==> config.mk <==
export PLATFORM = sky130hd
export DESIGN_NAME = cgra_reset_seq_flat
export DESIGN_NICKNAME = d
export VERILOG_FILES = /design/src/rtl/cgra_reset_seq_if.sv /design/src/rtl/cgra_reset_seq.sv /design/src/flat_wrapper.sv
export SDC_FILE = /design/constraint.sdc
export NUM_CORES = 1
export LEC_CHECK = 0
export ABC_AREA = 1
export BUFFER_PORTS_ARGS = -buffer_cell sky130_fd_sc_hd__buf_2
export CORE_MARGIN = 2
export CORE_UTILIZATION = 60
export DETAILED_ROUTE_END_ITERATION = 12
export GPL_TIMING_DRIVEN = 0
export HOLD_SLACK_MARGIN = 0.15
export PLACE_DENSITY = 0.8
export SYNTH_ARGS = -nofsm -noshare
export SYNTH_HDL_FRONTEND = slang
export SYNTH_SLANG_ARGS = --single-unit
export TNS_END_PERCENT = 50
==> constraint.sdc <==
create_clock -name clk -period 7.9 [get_ports clk]
set_clock_uncertainty 0.05 [all_clocks]
set_input_delay 1.58 -clock clk [delete_from_list [all_inputs] [get_ports clk]]
set_output_delay 1.58 -clock clk [all_outputs]
set_load 0.02 [all_outputs]
==> src/rtl/cgra_reset_seq_if.sv <==
// cgra_reset_seq_if
// Control and status bundle between the host register block and the reset sequencer.
//   master : host side. It drives start, the sequence configuration, ch_en,
//            irq_in and the watchdog controls. It observes rst_out, busy, done,
//            wd_timeout and heartbeat.
//   slave  : sequencer side. It uses the same signals with the directions reversed.
// Parameters NUM_CH, CNT_W and TIMEOUT_W must match the sequencer instance.
interface cgra_reset_seq_if #(
    parameter int NUM_CH    = 4,
    parameter int CNT_W     = 16,
    parameter int TIMEOUT_W = 32
);
    logic                 start;
    logic [CNT_W-1:0]     pre_cycles;
    logic [CNT_W-1:0]     hold_cycles;
    logic [CNT_W-1:0]     stagger_cycles;
    logic [NUM_CH-1:0]    ch_en;
    logic [NUM_CH-1:0]    rst_out;
    logic                 busy;
    logic                 done;
    logic                 irq_in;
    logic [TIMEOUT_W-1:0] wd_limit;
    logic                 wd_clear;
    logic                 wd_timeout;
    logic                 heartbeat;

    modport master (
        output start, pre_cycles, hold_cycles, stagger_cycles, ch_en,
        output irq_in, wd_limit, wd_clear,
        input  rst_out, busy, done, wd_timeout, heartbeat
    );

    modport slave (
        input  start, pre_cycles, hold_cycles, stagger_cycles, ch_en,
        input  irq_in, wd_limit, wd_clear,
        output rst_out, busy, done, wd_timeout, heartbeat
    );
endinterface

==> src/rtl/cgra_reset_seq.sv <==
// cgra_reset_seq
// Reset sequencer for bring-up of array sub-domains. A start request produces
// a low-high-low reset pulse on NUM_CH channels. The channels then release one
// after another, spaced by a programmable stagger. After the sequence ends, a
// watchdog waits for an interrupt. A heartbeat pulse runs freely in parallel.
// Ports:
//   clk      : clock
//   reset_n  : asynchronous active-low reset
//   bus      : cgra_reset_seq_if.slave. It carries start, the pre/hold/stagger
//              counts, ch_en, rst_out, busy, done, irq_in, wd_limit, wd_clear,
//              wd_timeout and heartbeat.
// Build option:
//   RESET_SEQ_AUTOSTART_EN : when defined, the sequencer fires one internal
//              start in the first cycle after reset is released. That start
//              uses PRE_DEF, HOLD_DEF and STAG_DEF, with every channel enabled.
//
// state     | meaning
// ----------+----------------------------------------------------------
// S_IDLE    | waiting for start, rst_out low
// S_PRE     | rst_out held low for max(pre,1) cycles
// S_ASSERT  | rst_out = latched ch_en for max(hold,1) cycles
// S_RELEASE | channel i drops i*stagger cycles after entry; done follows
module cgra_reset_seq #(
    parameter int NUM_CH    = 4,
    parameter int CNT_W     = 16,
    parameter int TIMEOUT_W = 32,
    parameter int HB_PERIOD = 1000,
    parameter int PRE_DEF   = 3,
    parameter int HOLD_DEF  = 3,
    parameter int STAG_DEF  = 0
) (
    input  logic            clk,
    input  logic            reset_n,
    cgra_reset_seq_if.slave bus
);
    localparam int REL_W = CNT_W + 4;
    localparam int HB_W  = $clog2(HB_PERIOD);

    typedef enum logic [1:0] {
        S_IDLE,
        S_PRE,
        S_ASSERT,
        S_RELEASE
    } state_t;

    state_t              state_q, state_d;
    logic [CNT_W-1:0]    tmr_q, tmr_d;
    logic [REL_W-1:0]    rel_q, rel_d;
    logic [CNT_W-1:0]    hold_q;
    logic [CNT_W-1:0]    stag_q;
    logic [NUM_CH-1:0]   en_q;
    logic                done_q, done_d;
    logic                latch;
    logic [NUM_CH-1:0]   rst_comb;

    logic                 wd_armed_q;
    logic [TIMEOUT_W-1:0] wd_cnt_q;
    logic                 wd_to_q;
    logic [HB_W-1:0]      hb_q;

    logic                auto_start;
    logic                start_req;
    logic [CNT_W-1:0]    cfg_pre, cfg_hold, cfg_stag;
    logic [NUM_CH-1:0]   cfg_en;
    logic [CNT_W-1:0]    pre_tc, hold_tc;
    logic [REL_W-1:0]    rel_span;

`ifdef RESET_SEQ_AUTOSTART_EN
    logic auto_q;

    // auto_q is high while reset is held and for the first cycle after release.
    always_ff @(posedge clk or negedge reset_n) begin
        if (!reset_n) begin
            auto_q <= 1'b1;
        end else begin
            auto_q <= 1'b0;
        end
    end

    assign auto_start = auto_q;
`else
    assign auto_start = 1'b0;
`endif

    assign start_req = bus.start | auto_start;
    assign cfg_pre   = auto_start ? CNT_W'(PRE_DEF)  : bus.pre_cycles;
    assign cfg_hold  = auto_start ? CNT_W'(HOLD_DEF) : bus.hold_cycles;
    assign cfg_stag  = auto_start ? CNT_W'(STAG_DEF) : bus.stagger_cycles;
    assign cfg_en    = auto_start ? {NUM_CH{1'b1}}   : bus.ch_en;

    // Down-counter terminal values. A count of 0 behaves as 1.
    assign pre_tc  = (cfg_pre  == '0) ? '0 : cfg_pre  - CNT_W'(1);
    assign hold_tc = (cfg_hold == '0) ? '0 : cfg_hold - CNT_W'(1);

    // The RELEASE phase lasts (NUM_CH-1)*stagger + 1 cycles.
    assign rel_span = REL_W'(NUM_CH - 1) * REL_W'(stag_q);

    always_ff @(posedge clk or negedge reset_n) begin
        if (!reset_n) begin
            state_q <= S_IDLE;
            tmr_q   <= '0;
            rel_q   <= '0;
            hold_q  <= '0;
            stag_q  <= '0;
            en_q    <= '0;
            done_q  <= 1'b0;
        end else begin
            state_q <= state_d;
            tmr_q   <= tmr_d;
            rel_q   <= rel_d;
            done_q  <= done_d;
            if (latch) begin
                hold_q <= hold_tc;
                stag_q <= cfg_stag;
                en_q   <= cfg_en;
            end
        end
    end

    always_comb begin
        state_d  = state_q;
        tmr_d    = tmr_q;
        rel_d    = rel_q;
        done_d   = 1'b0;
        latch    = 1'b0;
        rst_comb = '0;
        unique case (state_q)
            S_IDLE: begin
                if (start_req) begin
                    state_d = S_PRE;
                    tmr_d   = pre_tc;
                    latch   = 1'b1;
                end
            end
            S_PRE: begin
                if (tmr_q == '0) begin
                    state_d = S_ASSERT;
                    tmr_d   = hold_q;
                end else begin
                    tmr_d = tmr_q - CNT_W'(1);
                end
            end
            S_ASSERT: begin
                rst_comb = en_q;
                if (tmr_q == '0) begin
                    state_d = S_RELEASE;
                    rel_d   = rel_span;
                end else begin
                    tmr_d = tmr_q - CNT_W'(1);
                end
            end
            S_RELEASE: begin
                // rel_q counts down from rel_span. Channel i has been released
                // once rel_q reaches (NUM_CH-1-i)*stagger.
                for (int i = 0; i < NUM_CH; i++) begin
                    rst_comb[i] = en_q[i] &
                                  (rel_q > (REL_W'(NUM_CH - 1 - i) * REL_W'(stag_q)));
                end
                if (rel_q == '0) begin
                    state_d = S_IDLE;
                    done_d  = 1'b1;
                end else begin
                    rel_d = rel_q - REL_W'(1);
                end
            end
            default: state_d = S_IDLE;
        endcase
    end

    // Watchdog. It arms on the edge that raises done. The limit is loaded into
    // a down-counter, so timeout fires wd_limit cycles after done. An accepted
    // start or wd_clear overrides everything else.
    always_ff @(posedge clk or negedge reset_n) begin
        if (!reset_n) begin
            wd_armed_q <= 1'b0;
            wd_cnt_q   <= '0;
            wd_to_q    <= 1'b0;
        end else if (latch || bus.wd_clear) begin
            wd_armed_q <= 1'b0;
            wd_cnt_q   <= '0;
            wd_to_q    <= 1'b0;
        end else if (done_d && (bus.wd_limit != '0)) begin
            wd_armed_q <= 1'b1;
            wd_cnt_q   <= bus.wd_limit;
        end else if (wd_armed_q) begin
            if (bus.irq_in) begin
                wd_armed_q <= 1'b0;
            end else if (wd_cnt_q == TIMEOUT_W'(1)) begin
                wd_armed_q <= 1'b0;
                wd_cnt_q   <= '0;
                wd_to_q    <= 1'b1;
            end else begin
                wd_cnt_q <= wd_cnt_q - TIMEOUT_W'(1);
            end
        end
    end

    always_ff @(posedge clk or negedge reset_n) begin
        if (!reset_n) begin
            hb_q <= '0;
        end else if (hb_q == HB_W'(HB_PERIOD - 1)) begin
            hb_q <= '0;
        end else begin
            hb_q <= hb_q + HB_W'(1);
        end
    end

    // rst_out is decoded from state, so an asynchronous reset clears it at once.
    assign bus.rst_out    = rst_comb;
    assign bus.busy       = (state_q != S_IDLE);
    assign bus.done       = done_q;
    assign bus.wd_timeout = wd_to_q;
    assign bus.heartbeat  = (hb_q == HB_W'(HB_PERIOD - 1));
endmodule
==> src/flat_wrapper.sv <==
// flat-port wrapper written by rule: the top's interface ports become plain ports
module cgra_reset_seq_flat 
#(
    parameter int NUM_CH    = 4,
    parameter int CNT_W     = 16,
    parameter int TIMEOUT_W = 32,
    parameter int HB_PERIOD = 1000,
    parameter int PRE_DEF   = 3,
    parameter int HOLD_DEF  = 3,
    parameter int STAG_DEF  = 0
)
  (clk, reset_n, bus_start, bus_pre_cycles, bus_hold_cycles, bus_stagger_cycles, bus_ch_en, bus_irq_in, bus_wd_limit, bus_wd_clear, bus_rst_out, bus_busy, bus_done, bus_wd_timeout, bus_heartbeat);
  cgra_reset_seq_if #(.NUM_CH(NUM_CH), .CNT_W(CNT_W), .TIMEOUT_W(TIMEOUT_W)) bus_i ();
  input  logic clk;
  input  logic reset_n;
  input wire logic [$bits(bus_i.start)-1:0] bus_start;
  input wire logic [$bits(bus_i.pre_cycles)-1:0] bus_pre_cycles;
  input wire logic [$bits(bus_i.hold_cycles)-1:0] bus_hold_cycles;
  input wire logic [$bits(bus_i.stagger_cycles)-1:0] bus_stagger_cycles;
  input wire logic [$bits(bus_i.ch_en)-1:0] bus_ch_en;
  input wire logic [$bits(bus_i.irq_in)-1:0] bus_irq_in;
  input wire logic [$bits(bus_i.wd_limit)-1:0] bus_wd_limit;
  input wire logic [$bits(bus_i.wd_clear)-1:0] bus_wd_clear;
  output wire logic [$bits(bus_i.rst_out)-1:0] bus_rst_out;
  output wire logic [$bits(bus_i.busy)-1:0] bus_busy;
  output wire logic [$bits(bus_i.done)-1:0] bus_done;
  output wire logic [$bits(bus_i.wd_timeout)-1:0] bus_wd_timeout;
  output wire logic [$bits(bus_i.heartbeat)-1:0] bus_heartbeat;
  assign bus_i.start = bus_start;
  assign bus_i.pre_cycles = bus_pre_cycles;
  assign bus_i.hold_cycles = bus_hold_cycles;
  assign bus_i.stagger_cycles = bus_stagger_cycles;
  assign bus_i.ch_en = bus_ch_en;
  assign bus_i.irq_in = bus_irq_in;
  assign bus_i.wd_limit = bus_wd_limit;
  assign bus_i.wd_clear = bus_wd_clear;
  assign bus_rst_out = bus_i.rst_out;
  assign bus_busy = bus_i.busy;
  assign bus_done = bus_i.done;
  assign bus_wd_timeout = bus_i.wd_timeout;
  assign bus_heartbeat = bus_i.heartbeat;
  cgra_reset_seq #(.NUM_CH(NUM_CH), .CNT_W(CNT_W), .TIMEOUT_W(TIMEOUT_W), .HB_PERIOD(HB_PERIOD), .PRE_DEF(PRE_DEF), .HOLD_DEF(HOLD_DEF), .STAG_DEF(STAG_DEF)) u_core (.clk(clk), .reset_n(reset_n), .bus(bus_i));
endmodule
# Yosys cells after proc, flatten, opt, wreduce, memory -nomap -nowiden
# Index checks and enable logic that the tools add are counted.
dict set report op_classes {
  n_addsub 6
  mul 1
  n_lt_le_gt_ge 4
  n_eq_ne 14
  n_mux 35
  bitwise_logic 4
  reduce_logical 19
}
# op count
set op_table {}
lappend op_table {{2-to-1 mux 32 bit} 5}
lappend op_table {{2-to-1 mux 16 bit} 5}
lappend op_table {{zero test 16 bit} 3}
lappend op_table {{case mux 16 bit (3 select lines)} 1}
lappend op_table {{subtractor 16 x 1 -> 16 bit (second input constant)} 3}
lappend op_table {{2-to-1 mux 20 bit} 2}
lappend op_table {{case mux 20 bit (2 select lines)} 1}
lappend op_table {{== test 32 x 1 -> 1 bit (second input constant)} 1}
lappend op_table {{nonzero test 32 bit} 1}
lappend op_table {{subtractor 32 x 1 -> 32 bit (second input constant)} 1}
lappend op_table {{> comparator 20 x 1 -> 1 bit (second input constant)} 1}
lappend op_table {{> comparator 20 x 16 -> 1 bit} 1}
lappend op_table {{> comparator 20 x 17 -> 1 bit} 1}
lappend op_table {{> comparator 20 x 18 -> 1 bit} 1}
lappend op_table {{zero test 20 bit} 1}
lappend op_table {{subtractor 20 x 1 -> 20 bit (second input constant)} 1}
lappend op_table {{multiplier 2 x 16 -> 18 bit (first input constant)} 1}
lappend op_table {{2-to-1 mux 1 bit} 14}
lappend op_table {{adder 10 x 1 -> 10 bit (second input constant)} 1}
lappend op_table {{== test 10 bit (second input constant)} 1}
lappend op_table {{2-to-1 mux 10 bit} 1}
lappend op_table {{inequality test 2 x 1 -> 1 bit (second input constant)} 5}
lappend op_table {{2-to-1 mux 2 bit} 4}
lappend op_table {{case mux 2 bit (4 select lines)} 1}
lappend op_table {{other kinds (14)} 26}
dict set report totals {
  register_bits 119
  input_bits 89
  output_inout_bits 8
}

# Logic depth before layout (Yosys ltp)
dict set report logic_depth {
  ltp_word 6
  ltp_mapped 19
  mapped_depth_nobuf 19
}

# Worst setup path after synthesis
# OpenSTA, ideal clock, no wires.
dict set report synth_timing {
  path_type {flip-flop to output port}
  startpoint {reg u_core.stag_q[0]}
  endpoint {out bus_rst_out[0]}
  arrival_ps 3132
  required_ps 6270
  setup_slack_ps 3138
  path_stages_with_launch 19
  n_path_buf 0
  path_cell_list {dfrtp_1 ha_1 inv_1 fa_1 o21ai_0 nand2_1 nand2_1 nand2_1 nand2_1 nand2_1 and2_1 ha_1 nand2_1 nor3_1 nor2b_1 nand2_1 nand3_1 nand2_1 a21boi_0}
}
dict set report synth_via {
  elab_chain_len 4
}
# item line
set synth_lines {}
lappend synth_lines {{start, declared} cgra_reset_seq.sv:50} ;# logic [CNT_W-1:0] stag_q;
lappend synth_lines {{start signal, assigned} cgra_reset_seq.sv:114} ;# stag_q <= cfg_stag;
lappend synth_lines {{multiplier 2 x 16 -> 18 bit} cgra_reset_seq.sv:157} ;# (rel_q > (REL_W'(NUM_CH - 1 - i) * REL_W'(stag_q)));
lappend synth_lines {{> comparator 20 x 18 -> 1 bit} cgra_reset_seq.sv:157}
lappend synth_lines {{bitwise AND 1 bit} cgra_reset_seq.sv:156} ;# rst_comb[i] = en_q[i] &
lappend synth_lines {{case mux 4 bit (2 select lines)} cgra_reset_seq.sv:127} ;# unique case (state_q)
lappend synth_lines {{end, declared} flat_wrapper.sv:24} ;# output wire logic [$bits(bus_i.rst_out)-1:0] bus_rst_out;
# No other way between the ends.

# Worst setup path in the final report
# Ends and elaborated chain as after synthesis.

==> qor.yml <==
route:
  wl_met2_um: 13500
  dr.pass1.iters: 6
  wl_um: 29400
  antenna_left: 0
  via_per_inst: 5.48
  vias: 10846
  met1_length_um: 13300
  highest_layer: "met4"
  wl_met3_um: 2090
  wire_per_inst_um: 14.9
  post-route-drc-count: 0
  first_iter_violations: 980
logic_synthesis:
  yosysWarnings: 0
  synth_edf_count: 0
  async_flop_share: 1.00
  synthDistinctLibCells: 42
  synth.avg_cell_area_sq_um: 6.40
  synth_area_leaders: "dfrtp_1 29%, nand2_1 19%, ha_1 9.5%"
  yosysMostFrequentCell: "nand2_1"
  synth.top_cell.area_share: 0.287
  synth_nets: 1793
  synthFlopType: "dfrtp_1"
  synth_area_leader_cell: "dfrtp_1"
  postSynthCellCount: 1624
  synth_seq_area_share: 0.287
  syn_area_sq_um: 10400
  synth-seq-cells: 119
  synthTopCellsByCount: "535 x nand2_1, 235 x nor2_1, 173 x inv_1, 119 x dfrtp_1, 100 x nand3_1"
worst_setup_path:
  crit_start: "u_core.stag_q[0]"
  critical_path_class: "register to output port"
  worst-path-max-fanout: 5
  reg2reg_from: "u_core.rel_q[0]"
  arrival_ns: 4.11
  start_kind: "register"
  crit_path_end_kind: "output port"
  critical_path_required_ns: 6.27
cts:
  cts_resized: 0
  numClockSinks: 119
  clk_pin_slew_worst_paths_ns: 0.07
  cts-hold-fix-buffers: 0
  clkLatencyLatePin_ns: 0.44
  post_cts_buffers: 0
  cts_tree: "yes"
  cts-root-buf: "clkbuf_16"
  htreeDepth: 4
  clk_path_buf_depth: 2
  cts_buffers: 17
global_routing:
  grt_overflow: 0
  antenna_found_initial: 0
  grt_pass1_wl_um: 47600
  track_usage: 0.327
  grt_pass1_vias: 9902
  grt_max_degree: 69
flow_run:
  drv_cap: 0
layout:
  drive_above_1_share: 0.0970
  syn_to_final_growth_pct: 13.0
  fin_nets: 1909
  antenna_cells: 0
power:
  ir_drop_uv: 234
  power.leakage_nw: 6.32
  power_density_nw_per_um2: 428
  comb_power_share: 0.633
  power_frac_clock: 0.150
  internal_power_w: 0.00238
  p_sw_frac: 0.527
  switchingPower_w: 0.00265
  seqPwrFrac: 0.218
sta:
  clock.fmax_ghz: 0.174
  post-route-worst-setup-slack_ns: 2.16
  worst_slew_pin_slew_ns: 0.660
  min_period_ns: 5.74
  hold_viol: 0
  fin_crit_sh: 0.726
  slew_headroom: 0.557
  drv_slew: 0
  rsz0062_at_grt: "false"
  setup_violations: 0
  tns_ns: 0
placement:
  pre_cts_slack_ns: 2.76
  gp_congestion: 0.977
  dp_hpwl_um: 22500
  port-buffer-count: 96
die:
  die_w_um: 136
  dieArea_sq_um: 18400
  pin_count: 97
  rows: 48
  initial_utilization: 0.607
  die_h_um: 136
  coreArea_sq_um: 17100
min_path:
  hold_path.startpoint: "u_core.en_q[1]"
  hp-class: "register to register"
outcome:
  outcome: "finished, final reports clean"
## logic make-up (layout without fill, tap and decap cells)
kind of cell,Yosys count,after routing,synth area share
XOR/XNOR,71,71,0.0599
AND/OR/NAND/NOR,953,953,0.379
flip-flops,119,119,0.287
adder cells (fa/ha/maj),80,80,0.0971
AO/OA/AOI/OAI,189,189,0.0958
buffers and inverters,212,341,0.0815
## metrics by stage
step                area, sq um  hold slack, ns  utilization  std cells  total power, W
global route              11700           0.456        0.686       1978         0.00552
floorplan                 10400           0.392            -       1624         0.00337
detailed placement        11200           0.410        0.653       1946         0.00418
CTS                       11700           0.428        0.686       1978         0.00497
global placement          11100           0.406        0.651       1945         0.00408
finish                    11700           0.429        0.686       1978         0.00502
## cells in the final DEF (no fill, tap or decap), types with 18 or more instances in the layout
cell type and count:
a21oi_1 76, buf_2 106, clkbuf_1 19, dfrtp_1 119
ha_1 79, inv_1 173, nand2_1 535, nand3_1 100
nand4_1 26, nor2_1 235, o21ai_0 78, xnor2_1 18
xor2_1 53
## worst max-delay path, cell delays in order, from the launching register on
cell and delay (ns):
dfrtp_1 0.45, ha_1 0.20, inv_1 0.06, fa_1 0.42, o21ai_0 0.41, nand2_1 0.15
nand2_1 0.16, nand2_1 0.08, nand2_1 0.07, nand2_1 0.06, and2_1 0.14, ha_1 0.28
nand2_1 0.05, nor3_1 0.34, nor2b_1 0.24, nand2_1 0.07, nand3_1 0.07, nand2_1 0.07
a21boi_0 0.14, buf_2 0.20
## power by group through the flow
stage	Sequential, W	Clock, W	Combinational [W]
floorplan	0.00101	0	0.00236
global placement	0.00109	0	0.00298
detailed placement	0.00109	0	0.00309
CTS	0.00109	0.000754	0.00313
global route	0.00112	0.000781	0.00362
finish	0.00109	0.000752	0.00318
## per-layer routing
metal / vias up / track usage
met2: 404 / 0.536
li1: 5415 / -
met5: - / 0
met3: 55 / 0.0580
met4: 0 / 0.0822
met1: 4972 / 0.447
## path summary, 6_finish.rpt
| check | slack [ns] | cells past startpoint | to |
|---|---|---|---|
| setup / recovery | 2.16 | 19 | bus_rst_out[0] |
| hold / removal | 0.43 | 2 | u_core.en_q[1] |
| setup reg to reg | 5.31 | 12 | u_core.wd_cnt_q[26] |
| hold reg to reg | 0.43 | 2 | u_core.en_q[1] |
| max in group asynchronous | 6.01 | 2 | u_core.tmr_q[3] |
| min in group asynchronous | 1.04 | 1 | u_core.stag_q[15] |
## registers in the layout, indices dropped and copies added, names as in the netlist
name / flops
u_core.rel_q: 20
u_core.hold_q: 16
u_core.bus.done: 1
u_core.bus.wd_timeout: 1
u_core.en_q: 4
u_core.stag_q: 16
u_core.hb_q: 10
u_core.state_q: 2
u_core.wd_armed_q: 1
u_core.tmr_q: 16
u_core.wd_cnt_q: 32
## area by class of cell
class	instances	area, sq um
plain buffers	37	190
clock buffers	19	443
clock inverters	13	110
fillers	1573	5380
inverters	175	657
multi-input cells	1293	6560
flip-flops and latches	119	2980
well taps	225	282
repair buffers	97	514
(Power assumes the default switching activity.)
